$ cat src/rtl/mant_mul_pkg.sv
// Shared definitions for the sequential mantissa multiplier.
package mant_mul_pkg;

    localparam int MANT_W_DEF = 24;

    typedef enum logic [1:0] {
        IDLE = 2'd0,
        CALC = 2'd1,
        DONE = 2'd2
    } mul_state_e;

    // Ceiling log2, used to size the step counter.
    function automatic int clog2(input int n);
        int          r;
        int unsigned v;
        r = 0;
        v = (n > 1) ? int'(n - 1) : 0;
        while (v > 0) begin
            r++;
            v = v >> 1;
        end
        return r;
    endfunction

endpackage

$ cat src/rtl/mant_mul_seq_step_add.sv
// Ripple-carry adder used for the per-step partial-product addition.
module full_adder (
    input  logic i_a,
    input  logic i_b,
    input  logic i_c,
    output logic o_s,
    output logic o_c
);

    assign o_s = i_a ^ i_b ^ i_c;
    assign o_c = (i_a & i_b) | (i_a & i_c) | (i_b & i_c);

endmodule

module mul_step_add
    import mant_mul_pkg::*;
#(
    parameter int MANT_W = MANT_W_DEF
) (
    input  logic [MANT_W-1:0] i_data_one,
    input  logic [MANT_W-1:0] i_data_two,
    input  logic              i_carry,
    output logic [MANT_W-1:0] o_data,
    output logic              o_carry
);

    logic [MANT_W:0] w_c;

    assign w_c[0] = i_carry;

    for (genvar g = 0; g < MANT_W; g++) begin : g_bit
        full_adder u_fa (
            .i_a (i_data_one[g]),
            .i_b (i_data_two[g]),
            .i_c (w_c[g]),
            .o_s (o_data[g]),
            .o_c (w_c[g+1])
        );
    end

    assign o_carry = w_c[MANT_W];

endmodule

$ cat src/rtl/mant_mul_seq.sv
// Sequential radix-2 shift-and-add mantissa multiplier, one add per clock.
// Optional build macro MANT_MUL_ZERO_BYPASS_EN: a zero operand skips CALC
// and goes straight to DONE with a zero product.
module mant_mul_seq
    import mant_mul_pkg::*;
#(
    parameter int MANT_W = MANT_W_DEF
) (
    input  logic                i_clk,
    input  logic                i_rst,
    input  logic                i_valid,
    output logic                o_ready,
    input  logic [MANT_W-1:0]   i_mant_a,
    input  logic [MANT_W-1:0]   i_mant_b,
    output logic                o_valid,
    input  logic                i_ready,
    output logic [2*MANT_W-1:0] o_product,
    output logic                o_busy
);

    localparam int CNT_W = (clog2(MANT_W) < 1) ? 1 : clog2(MANT_W);
    localparam logic [CNT_W-1:0] CNT_LOAD = CNT_W'(MANT_W - 1);

    mul_state_e            r_state;
    logic [MANT_W:0]       r_acc;
    logic [MANT_W-1:0]     r_prod_lo;
    logic [MANT_W-1:0]     r_a;
    logic [CNT_W-1:0]      r_cnt;
    logic                  r_valid;
    logic                  r_busy;
    logic [2*MANT_W-1:0]   r_product;

    logic [MANT_W-1:0]     w_addend;
    logic [MANT_W-1:0]     w_sum;
    logic                  w_carry;
    logic [MANT_W:0]       w_next_acc;
    logic [MANT_W-1:0]     w_next_lo;
    logic                  w_bypass;
    logic                  w_unused_acc_msb;

`ifdef MANT_MUL_ZERO_BYPASS_EN
    assign w_bypass = (i_mant_a == '0) || (i_mant_b == '0);
`else
    assign w_bypass = 1'b0;
`endif

    // Add the multiplicand only when the current multiplier LSB is set.
    assign w_addend = r_prod_lo[0] ? r_a : '0;

    mul_step_add #(
        .MANT_W (MANT_W)
    ) u_step_add (
        .i_data_one (r_acc[MANT_W-1:0]),
        .i_data_two (w_addend),
        .i_carry    (1'b0),
        .o_data     (w_sum),
        .o_carry    (w_carry)
    );

    // Carry lands in the accumulator before the right shift, so nothing is lost.
    assign {w_next_acc, w_next_lo} = {1'b0, w_carry, w_sum, r_prod_lo[MANT_W-1:1]};

    // Accumulator MSB is always zero after the shift; it only holds the carry slot.
    assign w_unused_acc_msb = r_acc[MANT_W];

    // Control FSM with datapath registers and registered handshake outputs.
    always_ff @(posedge i_clk) begin
        if (i_rst) begin
            r_state   <= IDLE;
            r_acc     <= '0;
            r_prod_lo <= '0;
            r_a       <= '0;
            r_cnt     <= '0;
            r_valid   <= 1'b0;
            r_busy    <= 1'b0;
            r_product <= '0;
        end else begin
            case (r_state)
                IDLE: begin
                    if (i_valid) begin
                        r_a   <= i_mant_a;
                        r_acc <= '0;
                        if (w_bypass) begin
                            r_state   <= DONE;
                            r_prod_lo <= '0;
                            r_cnt     <= '0;
                            r_product <= '0;
                            r_valid   <= 1'b1;
                        end else begin
                            r_state   <= CALC;
                            r_prod_lo <= i_mant_b;
                            r_cnt     <= CNT_LOAD;
                            r_busy    <= 1'b1;
                        end
                    end
                end
                CALC: begin
                    r_acc     <= w_next_acc;
                    r_prod_lo <= w_next_lo;
                    if (r_cnt == '0) begin
                        r_state   <= DONE;
                        r_busy    <= 1'b0;
                        r_valid   <= 1'b1;
                        r_product <= {w_next_acc[MANT_W-1:0], w_next_lo};
                    end else begin
                        r_cnt <= r_cnt - 1'b1;
                    end
                end
                DONE: begin
                    if (i_ready) begin
                        r_state <= IDLE;
                        r_valid <= 1'b0;
                    end
                end
                default: begin
                    r_state <= IDLE;
                    r_valid <= 1'b0;
                    r_busy  <= 1'b0;
                end
            endcase
        end
    end

    assign o_ready   = (r_state == IDLE);
    assign o_valid   = r_valid;
    assign o_busy    = r_busy;
    assign o_product = r_product;

endmodule

$ cat config.mk
export PLATFORM = sky130hd
export DESIGN_NAME = mant_mul_seq
export DESIGN_NICKNAME = d
export VERILOG_FILES = /design/src/rtl/mant_mul_pkg.sv /design/src/rtl/mant_mul_seq_step_add.sv /design/src/rtl/mant_mul_seq.sv
export SDC_FILE = /design/constraint.sdc
export NUM_CORES = 1
export LEC_CHECK = 0
export CORE_UTILIZATION = 25
export DETAILED_ROUTE_END_ITERATION = 8
export HOLD_SLACK_MARGIN = 0.03
export PLACE_DENSITY = 0.49
export SLEW_MARGIN = 5
export SYNTH_ARGS = -nofsm -noshare
export SYNTH_HDL_FRONTEND = slang
export SYNTH_SLANG_ARGS = --single-unit
export TNS_END_PERCENT = 10
$ cat constraint.sdc
create_clock -name i_clk -period 23.8 [get_ports i_clk]
set_input_delay 2.38 -clock i_clk [delete_from_list [all_inputs] [get_ports i_clk]]
set_output_delay 2.38 -clock i_clk [all_outputs]
set_load 0.01 [all_outputs]
Word-level counts from Yosys, hierarchy flattened
Index checks and enable logic that the tools add are counted.
Widths: inputs -> output; s select.

operators by class
  $add $sub $neg = 1
  reductions and logical operators = 10
  bitwise operators = 165
  mux-type cells = 18
  eq/ne operators = 6

operators by type and width
  kind                 count
  $pmux 24 s2          2
  $mux 24              3
  $and 1x1->1          70
  $xor 1x1->1          47
  $or 1x1->1           46
  $reduce_and 3->1     4
  $mux 5               2
  $pmux 5 s2           1
  $ne 2x2->1 const B   4
  $mux 2               3
  $pmux 1 s3           2
  $pmux 2 s3           1
  $reduce_and 2->1     3
  $logic_not 5->1      1
  $sub 5x1->5 const B  1
  $mux 1               4
  $eq 2x1->1 const B   1
  $eq 2x2->1 const B   1
  $logic_not 2->1      1
  $not 1->1            2
  $reduce_bool 2->1    1

word-level totals
  output and inout port bits = 51
  bits in registers = 129
  word-level logic and storage cells = 208

Logic depth before layout (Yosys ltp)
Gate-level depths: netlist of run 1.

  depth in word-level cells = 72
  mapped depth = 32
  mapped depth without buffers = 32

Cells and area by module
From an unflattened synthesis of run 1, not the netlist that was laid out.

second synthesis, totals
  cell total of the unflattened synthesis = 640
  area total of the unflattened synthesis = 5794.3 um^2

by module, submodules not included
  module        cells each  area each (um^2)  instances
  mant_mul_seq  616         5313.8            1
  full_adder    1           20.0              24

Worst setup path before layout of run 1
Ideal clock, no wire load.

  kind = reg2reg
  start point = reg r_prod_lo[0]
  end point = reg r_acc[22]
  slack = 13.318 ns
  required time = 23.672 ns
  data arrival time = 10.354 ns
  buffers on the path = 1
  clock period less this slack = 10.482 ns
  stages on the path, launching flop included = 32
  path through = dfxtp_1 clkbuf_1 nand2_1 fa_1 inv_1 fa_1 inv_1 fa_1 fa_1 fa_1 fa_1 fa_1 fa_1 fa_1 fa_1 fa_1 fa_1 fa_1 fa_1 fa_1 fa_1 fa_1 fa_1 fa_1 fa_1 inv_1 fa_1 inv_1 fa_1 fa_1 a2bb2oi_1 nor2_1

between the ends
  word-level cells in the longest chain between the ends = 70
  elaborated cells between the ends (all ways) = 115
  those cells by class = mux (2); bitwise (113)

ends and longest elaborated chain
  element                   line                         source
  from (decl)               mant_mul_seq.sv:26           logic [MANT_W-1:0] r_prod_lo;
  from (signal assigned)    mant_mul_seq.sv:91           r_prod_lo <= i_mant_b;
  from (signal assigned)    mant_mul_seq.sv:99           r_prod_lo <= w_next_lo;
  $mux 24 *                 mant_mul_seq.sv:48           assign w_addend = r_prod_lo[0] ? r_a : '0;
  $and 1x1->1 (2 in a row)  mant_mul_seq_step_add.sv:11  assign o_c = (i_a & i_b) | (i_a & i_c) | (i_b & i_c);
  $or 1x1->1 (2 in a row)   mant_mul_seq_step_add.sv:11
  $and 1x1->1               mant_mul_seq_step_add.sv:11
  $or 1x1->1 (2 in a row)   mant_mul_seq_step_add.sv:11
  $and 1x1->1               mant_mul_seq_step_add.sv:11
  $or 1x1->1 (2 in a row)   mant_mul_seq_step_add.sv:11
  $and 1x1->1               mant_mul_seq_step_add.sv:11
  [... 47 more ...]         n/a
  $and 1x1->1               mant_mul_seq_step_add.sv:11
  $or 1x1->1 (2 in a row)   mant_mul_seq_step_add.sv:11
  $and 1x1->1               mant_mul_seq_step_add.sv:11
  $or 1x1->1 (2 in a row)   mant_mul_seq_step_add.sv:11
  $and 1x1->1               mant_mul_seq_step_add.sv:11
  $or 1x1->1 (2 in a row)   mant_mul_seq_step_add.sv:11
  $xor 1x1->1 *             mant_mul_seq_step_add.sv:10  assign o_s = i_a ^ i_b ^ i_c;
  $pmux 24 s2 *             mant_mul_seq.sv:78           case (r_state)
  to (signal assigned)      mant_mul_seq.sv:98           r_acc <= w_next_acc;
  to (decl)                 mant_mul_seq.sv:25           logic [MANT_W:0] r_acc;

Every way passes the cells marked *; elsewhere a longest branch is shown, timed or not.
A chain may end at the register's enable or synchronous reset.

Worst setup path in the final report of run 1
Same ends and word-level chain as after synthesis.

==> impl_metrics.ini, run 1 <==
[critical_path]
crit_start = r_prod_lo[0]$_SDFFE_PP0P_
endpoint = r_acc[22]$_SDFFE_PP0P_
ff2ff_path_depth = 31
timing.critical_path.mode_cell = fa_1
end_kind = flip-flop
crit_required_ns = 24.06
critPathSlowestCell = fa_1
critical_path.max_stage_delay_ns = 0.54
crit_type = flip-flop to flip-flop
critical_path.startpoint_type = flip-flop
crit_fanout = 24
rr_startpoint = r_prod_lo[0]$_SDFFE_PP0P_
reg2reg_slack_ns = 13.04
r2r_end = r_acc[22]$_SDFFE_PP0P_
crit_arrival_ns = 11.02

[sta]
worst_pin_slew_ns = 1.24
fin_tns_setup_ns = 0
max_slew_margin = 0.174
finalHoldViolations = 0
layout_setup_ws_ns = 13.04
fin_skew_ns = 0.0126
setup_viol = 0
final-max-slew-violation-count = 0
fin_crit_ns = 10.76
fin_crit_sh = 0.452
grt_setup_unrepaired = no
fmax_mhz = 92.9

[clock_network]
htree_levels = 4
cts_tree = built
clock-root-buffer = clkbuf_16
clock-sinks = 129
cts_resized = 0
postCtsHoldBufs = 0
cts_inserted_buffers = 17
path_clk_slew_ns = 0.06
post_cts_buffers = 0
clock_latency_ns = 0.42
max-clock-path-buffers = 2

[min_path]
worstHoldPathCells = 2
hold_class = flip-flop to flip-flop

[global_route]
antenna_found_initial = 0
track_usage = 0.136
grt_overflow = 0
grt_max_degree = 98
grt_pass1_vias = 4496
grt_pass1_wl_mm = 23.7

[power]
power_density_nw_per_um2 = 84.6
p_sw_frac = 0.290
power_frac_seq = 0.394
clkPwrFrac = 0.432
p_leak_nw = 2.42
ir_worst_vdd_mv = 0.0422
combPwrFrac = 0.175
p_sw_mw = 0.181
p_int_mw = 0.442

[floorplanning]
fp.dieArea_um2 = 22900
die_width_um = 151
num_rows = 54
initial_core_util = 0.255
die_h_um = 151
core_um2 = 21900
ioPinCount = 103

[logic_synthesis]
syn_avg_cell_area_um2 = 8.68
yosys_warnings = 0
synth-seq-cells = 129
synth_edf_count = 0
synth_nets = 721
netlist_area_um2 = 5580
synth_cells = 643
synth_cell_type_count = 35
synthArstFlopShare = 0
ys_seq_area_frac = 0.463
synth_ff_type = dfxtp_1

[route]
wl_per_cell_um = 14.8
drc = 0
vias = 4652
firstDrtPassIters = 4
ant_nets = 0
routed_via_density = 4.62
drt-total-wl_mm = 14.9
first_iter_violations = 267

[placed_design]
dp_slack_ns = 12.93
numPortBuffers = 102
gp_congestion = 0.720
place_inst = 975
hpwl_mm = 9.24

[finish]
syn2layout_area_growth_pct = 31.9
nets = 792
final_cell_count_no_fill = 1007
multiInputGateArea_um2 = 2640
seqCellArea_um2 = 2580
final.fill_count = 2303
final_util = 0.336
diodes = 0
drive_gt1_frac = 0.0688

[flow_run]
max_cap_violations = 0

[run_status]
status = complete, no violations
-- layer usage --
metal	part of all wire	vias to the layer above	wire length (um)	track usage
met5	0	-	0	0
met4	0.014	0	212	0.0520
met3	0.046	13	679	0.0316
met2	0.46	100	6780	0.211
met1	0.48	2184	7180	0.181
li1	-	2355	-	-
-- cell families after synthesis --
logic type,synth area share
adders and majority gates,0.0892
AOI/OAI and AO/OA,0.211
buffers and inverters,0.0677
and+or+nand+nor,0.169
DFF,0.463
-- critical path: cells and delay by family (launching register included) --
| kind | cells | cell delay (ns) |
|---|---|---|
| adder cells (fa/ha/maj) | 23 | 9.39 |
| AND/OR/NAND/NOR | 2 | 0.18 |
| flip-flops | 1 | 0.32 |
| AO/OA/AOI/OAI | 1 | 0.16 |
| buffers and inverters | 5 | 0.55 |
-- sequential cells by signal (all words and copies together), names as in the netlist --
signal,cells
r_acc,24
o_busy,1
o_valid,1
r_a,24
r_cnt,5
o_product,48
r_prod_lo,24
r_state,2
-- Yosys cell counts, types with 2 or more instances --
cell type	number	area, um2
a22oi_1	3	22.5
o21bai_1	2	15.0
buf_6	2	22.5
o21ai_0	26	130
nor4_1	2	12.5
fa_1	23	460
ha_1	3	37.5
a2bb2oi_1	22	193
a211oi_1	27	203
inv_1	29	109
nand2_1	118	443
a21oi_1	76	380
nor2b_1	3	18.8
a311oi_1	25	219
nor2_1	51	191
buf_4	2	15.0
nand3_1	29	145
clkbuf_1	27	101
dfxtp_1	129	2580
and2_1	3	18.8
buf_2	26	130
nor3_1	2	10.0
-- layout by cell type (no fill, tap or decap), types with 2 or more instances in the layout --
cell             netlist  final
clkinv_4               0      4
clkbuf_16              0     17
o21ai_0               26     26
clkdlybuf4s50_1        0    101
a22oi_1                3      3
nor3_1                 2      2
a21oi_1               76     76
inv_1                 29     29
nor2_1                51     51
nor2b_1                3      2
a311oi_1              25     25
a211oi_1              27     27
fa_1                  23     23
clkinvlp_4             0      3
nand3_1               29     29
buf_4                  2      8
clkinv_2               0      2
and2_1                 3      3
inv_6                  0      3
ha_1                   3      3
nor4_1                 2      2
a2bb2oi_1             22     22
bufinv_16              0      3
dfxtp_1              129    129
nand2_1              118    118
-- power groups by stage --
| stage | Sequential (mW) | Combinational [mW] | Clock (mW) |
|---|---|---|---|
| final | 0.245 | 0.109 | 0.269 |
| after global routing | 0.248 | 0.120 | 0.287 |
| after CTS | 0.245 | 0.111 | 0.275 |
| after detailed placement | 0.250 | 0.110 | 0 |
| after global placement | 0.250 | 0.110 | 0 |
| after floorplan | 0.249 | 0.0703 | 0 |
-- cell type report --
class / instances / share of cell area
clock buffer: 17 / 0.0578
tap: 280 / 0.0476
timing repair buffer: 109 / 0.145
sequential: 129 / 0.351
clock inverter: 15 / 0.0250
inverter: 29 / 0.0148
multi-input combinational: 428 / 0.359
-- how the worst min path moves through the flow --
stage | startpoint | to | slack [ns]
final | r_a[0]$_SDFFE_PP0P_ | r_a[0]$_SDFFE_PP0P_ | 0.45
after global routing | r_a[5]$_SDFFE_PP0P_ | r_a[5]$_SDFFE_PP0P_ | 0.48
after CTS | r_a[0]$_SDFFE_PP0P_ | r_a[0]$_SDFFE_PP0P_ | 0.45
after detailed placement | r_a[0]$_SDFFE_PP0P_ | r_a[0]$_SDFFE_PP0P_ | 0.44
after global placement | r_a[2]$_SDFFE_PP0P_ | r_a[2]$_SDFFE_PP0P_ | 0.44
after floorplan | r_a[0]$_SDFFE_PP0P_ | r_a[0]$_SDFFE_PP0P_ | 0.43
-- metrics by stage --
step	power (mW)	hold WS (ns)	cell area, um2
floorplan	0.319	0.432	5580
global placement	0.361	0.440	6750
detailed placement	0.360	0.443	6750
CTS	0.631	0.452	7360
global route	0.655	0.476	7360
finish	0.623	0.451	7360
Power figures use the tool's default switching activity.
==> inputs of run 2 (changes only) <==
==> constraint.sdc (replaced) <==
create_clock -name i_clk -period 10.38 [get_ports i_clk]
set_input_delay 1.038 -clock i_clk [delete_from_list [all_inputs] [get_ports i_clk]]
set_output_delay 1.038 -clock i_clk [all_outputs]
set_load 0.01 [all_outputs]
==> impl_metrics.ini, run 2 (synthesized netlist as in run 1, its figures left out) <==
[run_status]
status = complete, no violations

[finish]
final.fill_count = 2352
syn2layout_area_growth_pct = 31.2
drive_gt1_frac = 0.0824
final_common_cell = dfxtp_1
fin_area_um2 = 7320
diodes = 0
largest_reg_flops = 48
final_cell_mix = dfxtp_1 (129), nand2_1 (118), clkdlybuf4s50_1 (101)
nets = 793

[placed_design]
dpl_cell_area_um2 = 6760
hpwl_mm = 9.21
numPortBuffers = 102
gp_congestion = 0.735

[critical_path]
crit_fanout = 2
crit_arrival_ns = 10.15
rr_startpoint = r_prod_lo[0]$_SDFFE_PP0P_
crit_start = r_prod_lo[0]$_SDFFE_PP0P_
end_kind = flip-flop
critical_path.startpoint_type = flip-flop
crit_type = flip-flop to flip-flop
critPathSlowestCell = fa_1
critical_path.max_stage_delay_ns = 0.54
crit_required_ns = 10.64
timing.critical_path.mode_cell = fa_2

[global_route]
grt_pass1_wl_mm = 24.0
grt_pass1_vias = 4625
antenna_found_initial = 0
grt_max_degree = 93
track_usage = 0.136
grt_overflow = 0

[route]
first_iter_violations = 261
ant_nets = 0
drt-total-wl_mm = 14.9
routed_via_density = 4.65
firstDrtPassIters = 4
vias = 4685
wl_per_cell_um = 14.8
drc = 0

[min_path]
hold_class = flip-flop to flip-flop
min_from = r_a[2]$_SDFFE_PP0P_

[sta]
final-max-slew-violation-count = 0
fmax_mhz = 101
worst_pin_slew_ns = 1.17
fin_crit_sh = 0.953
timing.hold.ws_ns = 0.450
grt_setup_unrepaired = no
fin_tns_setup_ns = 0
fin_crit_ns = 9.89
finalHoldViolations = 0
setup_viol = 0
fin_skew_ns = 0.00662
max_slew_margin = 0.219

[clock_network]
max-clock-path-buffers = 2
clock-sinks = 129
clock-root-buffer = clkbuf_16
clock_latency_ns = 0.41
cts_tree = built
htree_levels = 4
cts_inserted_buffers = 17
path_clk_slew_ns = 0.06

[power]
power_density_nw_per_um2 = 184
p_leak_nw = 2.41
ir_worst_vdd_mv = 0.105

[floorplanning]
fp.dieArea_um2 = 22900
num_rows = 54
die_width_um = 151
initial_core_util = 0.255
die_h_um = 151
ioPinCount = 103
core_um2 = 21900

[flow_run]
max_cap_violations = 0
## run 2: path summary, 6_finish.rpt
| kind | endpoint | slack (ns) | depth (start not counted) |
|---|---|---|---|
| worst min register to register | r_a[2]$_SDFFE_PP0P_ | 0.45 | 2 |
| worst min-delay path | r_a[2]$_SDFFE_PP0P_ | 0.45 | 2 |
| worst max register to register | r_acc[22]$_SDFFE_PP0P_ | 0.49 | 32 |
| worst max-delay path | r_acc[22]$_SDFFE_PP0P_ | 0.49 | 32 |
## run 2: metrics by stage
step | power (mW) | utilization | std cells | setup slack (ns)
final | 1.35 | 0.334 | 1008 | 0.488
after global routing | 1.42 | 0.334 | 1008 | 0.0271
after CTS | 1.37 | 0.334 | 1008 | 0.0241
after detailed placement | 0.827 | 0.309 | 976 | -0.276
after global placement | 0.828 | 0.309 | 976 | -0.238
after floorplan | 0.732 | - | 643 | 0.00617
## run 2: routing by layer
| metal | GRT usage | vias to the layer above | wire (um) |
|---|---|---|---|
| met1 | 0.180 | 2244 | 7240 |
| met5 | 0 | - | 0 |
| li1 | - | 2347 | - |
| met2 | 0.217 | 84 | 7040 |
| met4 | 0.0460 | 0 | 144 |
| met3 | 0.0313 | 10 | 518 |
## run 2: report_power, final
| part | internal, mW | switching (mW) |
|---|---|---|
| Sequential | 0.534 | 0.0285 |
| Combinational | 0.100 | 0.151 |
| Clock | 0.317 | 0.219 |
| Total | 0.951 | 0.398 |
## run 2: cell type report
class                   count  area, um2  share of cell area
repair buffers            110       1080               0.147
inverters                  29        109              0.0149
flip-flops and latches    129       2580               0.353
multi-input cells         428       2670               0.365
clock buffers              23        468              0.0639
well taps                 280        350              0.0478
clock inverters             9       60.1             0.00820
## run 2: repair_timing
action | in CTS | in global routing
resized for setup | 6 | 7
endpoints found under the setup margin | 4 | 4
setup buffers | 0 | 0
hold buffers | 0 | 0
## run 2: critical path, delay by kind of cell, from the launching register on
kind,cells,cell delay [ns]
AOI/OAI and AO/OA,1,0.17
DFF,1,0.33
adders and majority gates,24,8.75
buffers and inverters,5,0.31
and+or+nand+nor,2,0.18
==> variant 1 (flow settings as in run 2) <==
Set the package constant `MANT_W_DEF` to 28 (it was 24).
--- a/src/rtl/mant_mul_pkg.sv
+++ b/src/rtl/mant_mul_pkg.sv
@@ -1,7 +1,7 @@
 // Shared definitions for the sequential mantissa multiplier.
 package mant_mul_pkg;
 
-    localparam int MANT_W_DEF = 24;
+    localparam int MANT_W_DEF = 28;
 
     typedef enum logic [1:0] {
         IDLE = 2'd0,
Interface: changed (resized i_mant_a, i_mant_b and o_product); port bits go from 103 to 119. No check against the original RTL was run, so the function may have changed too.
==> variant 1 against run 2 <==
- the run now ends with setup timing left
- total power up 16%
- worst setup slack worse by 0.56 ns
- global-route usage up 0.076 points
- synthesized cell count rose by 16%
- cell area increased by 17%
- highest routed layer unchanged
- worst hold slack hardly changed
- routed wire length grew 18%
- sequential share of layout area fell by 0.39 points
- sequential cell count grew 20
- synthesized area increased by 16%
- fmax decreased by 5.3%
==> variant 1: results (changes against run 2) <==
metric	value	unit	change
status	complete, but fails checks		
violated checks	setup timing		
Synth top cells by count	dfxtp_1 (149), nand2_1 (140), a21oi_1 (88)		
RD Place Congestion	0.705		-4.1%
synthesized-area fraction occupied by adder cells	8.90	%	-0.018 points
WP data arrival	10.72	ns	+0.57 ns
Async S/R FF share, synth	0	%	unchanged
IO buf count	118		+16%
Placement Setup Slack	-0.135	ns	+0.141 ns
DP HPWL	11400	µm	+24%
Hold WS	0.450	ns	+0.000308 ns
Final Util	33.8	%	+0.33 points
maximum VDD drop	79.2	µV	-24%
Routed WL	17600	µm	+18%
final setup TNS	-0.0701	ns	-0.0701 ns
Register-to-Register Path Depth	36		+13%
sequential cells	149		+16%
reg2reg start	r_a[0]		
CP endpoint	r_acc[26]		
max FFs per register	56		+17%
final setup fails	1		+1
Pre-Repair DR Iteration Count	4		unchanged
post-synthesis compound-gate area fraction	21.5	%	+0.39 points
total track usage	13.7	%	+0.076 points
hold wc startpoint	r_a[2]		
Vias	5373		+15%
multi-input gates	496		+16%
Pleak	2.81	nW	+17%
final-layout non-clock buffer area share	14.7	%	about the same
NumNets Final	918		+16%
hold path depth	2		unchanged
Fillers	2629		+12%
fraction of area in multi-input gates	36.7	%	+0.21 points
largest net degree at the start of global routing	82		-12%
min-delay worst type	reg2reg		
Inverters	35		+21%
vias per cell	4.60		-0.94%
multiplexer share of the synthesized area	0.154	%	+0.15 points
syn nets	836		+16%
setup slack after layout	-0.0701	ns	-0.558 ns
placed inst area	0.00792	mm²	+17%
CLK BUF	19		-17%
Distinct cells, synth	37		+5.7%
vias in the first global route	5348		+16%
post-synthesis area per instance	8.70	µm²	+0.26%
Post-CTS Setup Inserts	0		unchanged
Worst Tran Pin Value	1.07	ns	-0.104 ns
skew final	0.0106	ns	+0.00401 ns
sequential area share after synthesis	45.9	%	-0.32 points
Non-CTS buffers	129		+17%
CP max stage delay	0.53	ns	
fraction of area in registers	34.9	%	-0.39 points
-- variant 1: changes by cell type after synthesis, sizes merged, moves of 5 or more --
cell | before | now
clkbuf | 27 | 33
a311oi | 25 | 30
o21ai | 26 | 32
nand2 | 118 | 140
nor2 | 52 | 61
a21oi | 76 | 88
inv | 29 | 35
dfxtp | 129 | 149
-- variant 1: worst min-delay path, cell delays in order, from the launching register on --
cell and delay, ns:
dfxtp_1 0.30, nand2_1 0.05, a21oi_1 0.05
-- variant 1: timing repair --
item                       CTS  global route
setup endpoints to repair    3             6
resized for setup            2             5
pin swaps                    0             1
hold buffers                 0             0
-- variant 1: power by group --
part / internal (W) / total, W / switching [W]
Sequential: 0.000613 / 0.000643 / 0.0000301
Combinational: 0.000106 / 0.000259 / 0.000154
Clock: 0.000428 / 0.000668 / 0.000240
Total: 0.00115 / 0.00157 / 0.000424
-- variant 1: routing by layer --
metal  global-route usage [%]  share of wire (%)
met5                        0                  0
met2                     22.4                 46
met4                     4.29                1.2
met1                     17.4                 48
met3                     3.66                4.4
==> variant 2 (flow settings as in run 2) <==
Made on the original files. The 3 states of `mul_state_e` get a one-hot encoding in 3 bits.
--- a/src/rtl/mant_mul_pkg.sv
+++ b/src/rtl/mant_mul_pkg.sv
@@ -3,10 +3,10 @@
 
     localparam int MANT_W_DEF = 24;
 
-    typedef enum logic [1:0] {
-        IDLE = 2'd0,
-        CALC = 2'd1,
-        DONE = 2'd2
+    typedef enum logic [2:0] {
+        IDLE = 3'b001,
+        CALC = 3'b010,
+        DONE = 3'b100
     } mul_state_e;
 
     // Ceiling log2, used to size the step counter.
Function: same outputs for any inputs over 10 cycles, from zero or initial values and one cycle with i_rst high; not proved beyond that.
==> variant 2 against run 2 <==
- sequential cell count grew 1
- worst setup slack improved by 0.051 ns
- synthesized area shrank 2.0%
- global-route usage shrank 0.81 points
- via count is 3.6% lower
- count of clock-buffer cells in the layout decreased by 2
- cell area grew 1.1%
- final cell count increased by 2.2%
- routed wire length fell by 7.9%
Power is not compared: it rests on default switching activity, and its combinational part moved more than twofold at a synthesized area within 25%.
==> variant 2: results (changes against run 2) <==
metric	value	unit	change
maximum VDD drop	106	µV	
ratio of cells with drive above 1 in the final layout	7.81	%	-0.43 points
reg2reg start	r_prod_lo[0]		
Post-CTS Setup Inserts	0		unchanged
placed inst area	0.00671	mm²	-0.80%
RD Place Congestion	0.718		-2.3%
Pleak	2.46	nW	
Clock Tree Buf Depth	2		unchanged
largest net degree at the start of global routing	91		-2.2%
most common cell in the netlist	nand2_1		
post-synthesis area per instance	8.24	µm²	-5.1%
Post-Layout Cell Count	1030		+2.2%
total track usage	12.8	%	-0.81 points
total clock buffers created by CTS	17		unchanged
skew final	0.00899	ns	+0.00237 ns
Placement Setup Slack	-0.270	ns	+0.00546 ns
initial antenna violation count	0		unchanged
Routed WL	13800	µm	-7.9%
Synth top cells by count	nand2_1 (170), dfxtp_1 (130), nor2_1 (101)		
Distinct cells, synth	36		+2.9%
crit path launch	r_prod_lo[0]		
status	complete, no violations		
Synth warnings	0		unchanged
Resized Gates After CTS	7		+1
min-delay worst type	reg2reg		
vias per cell	4.38		-5.7%
Top FF cell, synth	dfxtp_1		
IO buf count	102		unchanged
top cells by area, synth	dfxtp_1 (48%), nand2_1 (12%), fa_1 (8.4%), a21oi_1 (7.2%), nor2_1 (6.9%)		
Clk pin slew, worst setup/hold paths	0.06	ns	about the same
CP delay by family, top	adder cells		
Register-to-Register Path Depth	33		+3.1%
commonest non-fill, non-tap cell in the layout	nand2_1		
DR iter-0 viols	163		-38%
root buffer cell	clkbuf_16		
reg-to-reg slack, setup	0.54	ns	+0.05 ns
worst reg2reg endpoint	r_acc[22]		
Inserted Diodes	0		unchanged
Async S/R FF share, synth	0	%	unchanged
Worst Tran Pin Value	1.10	ns	-0.0714 ns
sequential area share after synthesis	47.6	%	+1.3 points
WP data arrival	10.10	ns	-0.05 ns
syn nets	742		+2.9%
worst skew pair latency	0.42	ns	
first-pass GRT wire length	22300	µm	-7.4%
type of the worst setup path	reg2reg		
Max Fanout on Critical Path	2		unchanged
NumNets Final	821		+3.5%
vias in the first global route	4375		-5.4%
DP HPWL	8690	µm	-5.7%
max FFs per register	48		unchanged
Pre-Repair DR Iteration Count	4		unchanged
Tcrit/Tclk final	94.8	%	-0.50 points
Slowest-stage cell, CP	fa_1		
CP max stage delay	0.53	ns	
H-tree depth	4		unchanged
==> variant 2: changes by cell type after synthesis, sizes merged, moves of 3 or more <==
cell / delta
nand3: -29
nand2: +52
nor2: +49
a211oi: -3
o21ai: -25
buf: -10
nor3: +4
a2bb2oi: -22
a21oi: +3
==> variant 2: final cells by class <==
type	count	area (µm²)
flip-flops and latches	130	2600
well taps	275	344
inverters	28	105
repair buffers	108	1060
clock buffers	21	450
fillers	2267	13800
clock inverters	10	206
multi-input cells	458	2630
==> variant 2: power by group <==
| part | total (W) | switching [W] | leakage [nW] | internal, W |
|---|---|---|---|---|
| combinational | 0.000100 | 0.0000553 | 1.08 | 0.0000449 |
| sequential | 0.000532 | 0.0000138 | 1.06 | 0.000518 |
| clock | 0.000676 | 0.000221 | 0.317 | 0.000455 |
| total | 0.00131 | 0.000290 | 2.46 | 0.00102 |
==> variant 2: per-layer routing <==
metal / wire, µm / global-route usage, % / vias to the layer above
li1: - / - / 2342
met1: 6790 / 17.0 / 2071
met2: 6220 / 20.0 / 87
met3: 593 / 3.45 / 14
met4: 154 / 4.39 / 0
met5: 0 / 0 / -
==> variant 2: cells by family (layout without fill, tap and decap cells) <==
kind of cell	Yosys count	in the layout	synth area share, %
simple gates	298	298	22.3
fa+ha+maj	26	26	9.11
flops	130	130	47.6
buf+inv	76	167	5.70
compound gates	134	134	15.3
==> variant 2: how the worst min path moves through the flow <==
stage                   from             to  slack, ns  cells past startpoint
6_report       o_product[11]  o_product[11]       0.45                      2
2_1_floorplan         r_a[0]         r_a[0]       0.43                      2
3_5_place_dp         r_a[12]        r_a[12]       0.45                      2
3_3_place_gp   o_product[15]  o_product[15]       0.44                      2
4_1_cts              r_a[12]        r_a[12]       0.45                      2
5_1_grt              r_a[12]        r_a[12]       0.47                      2
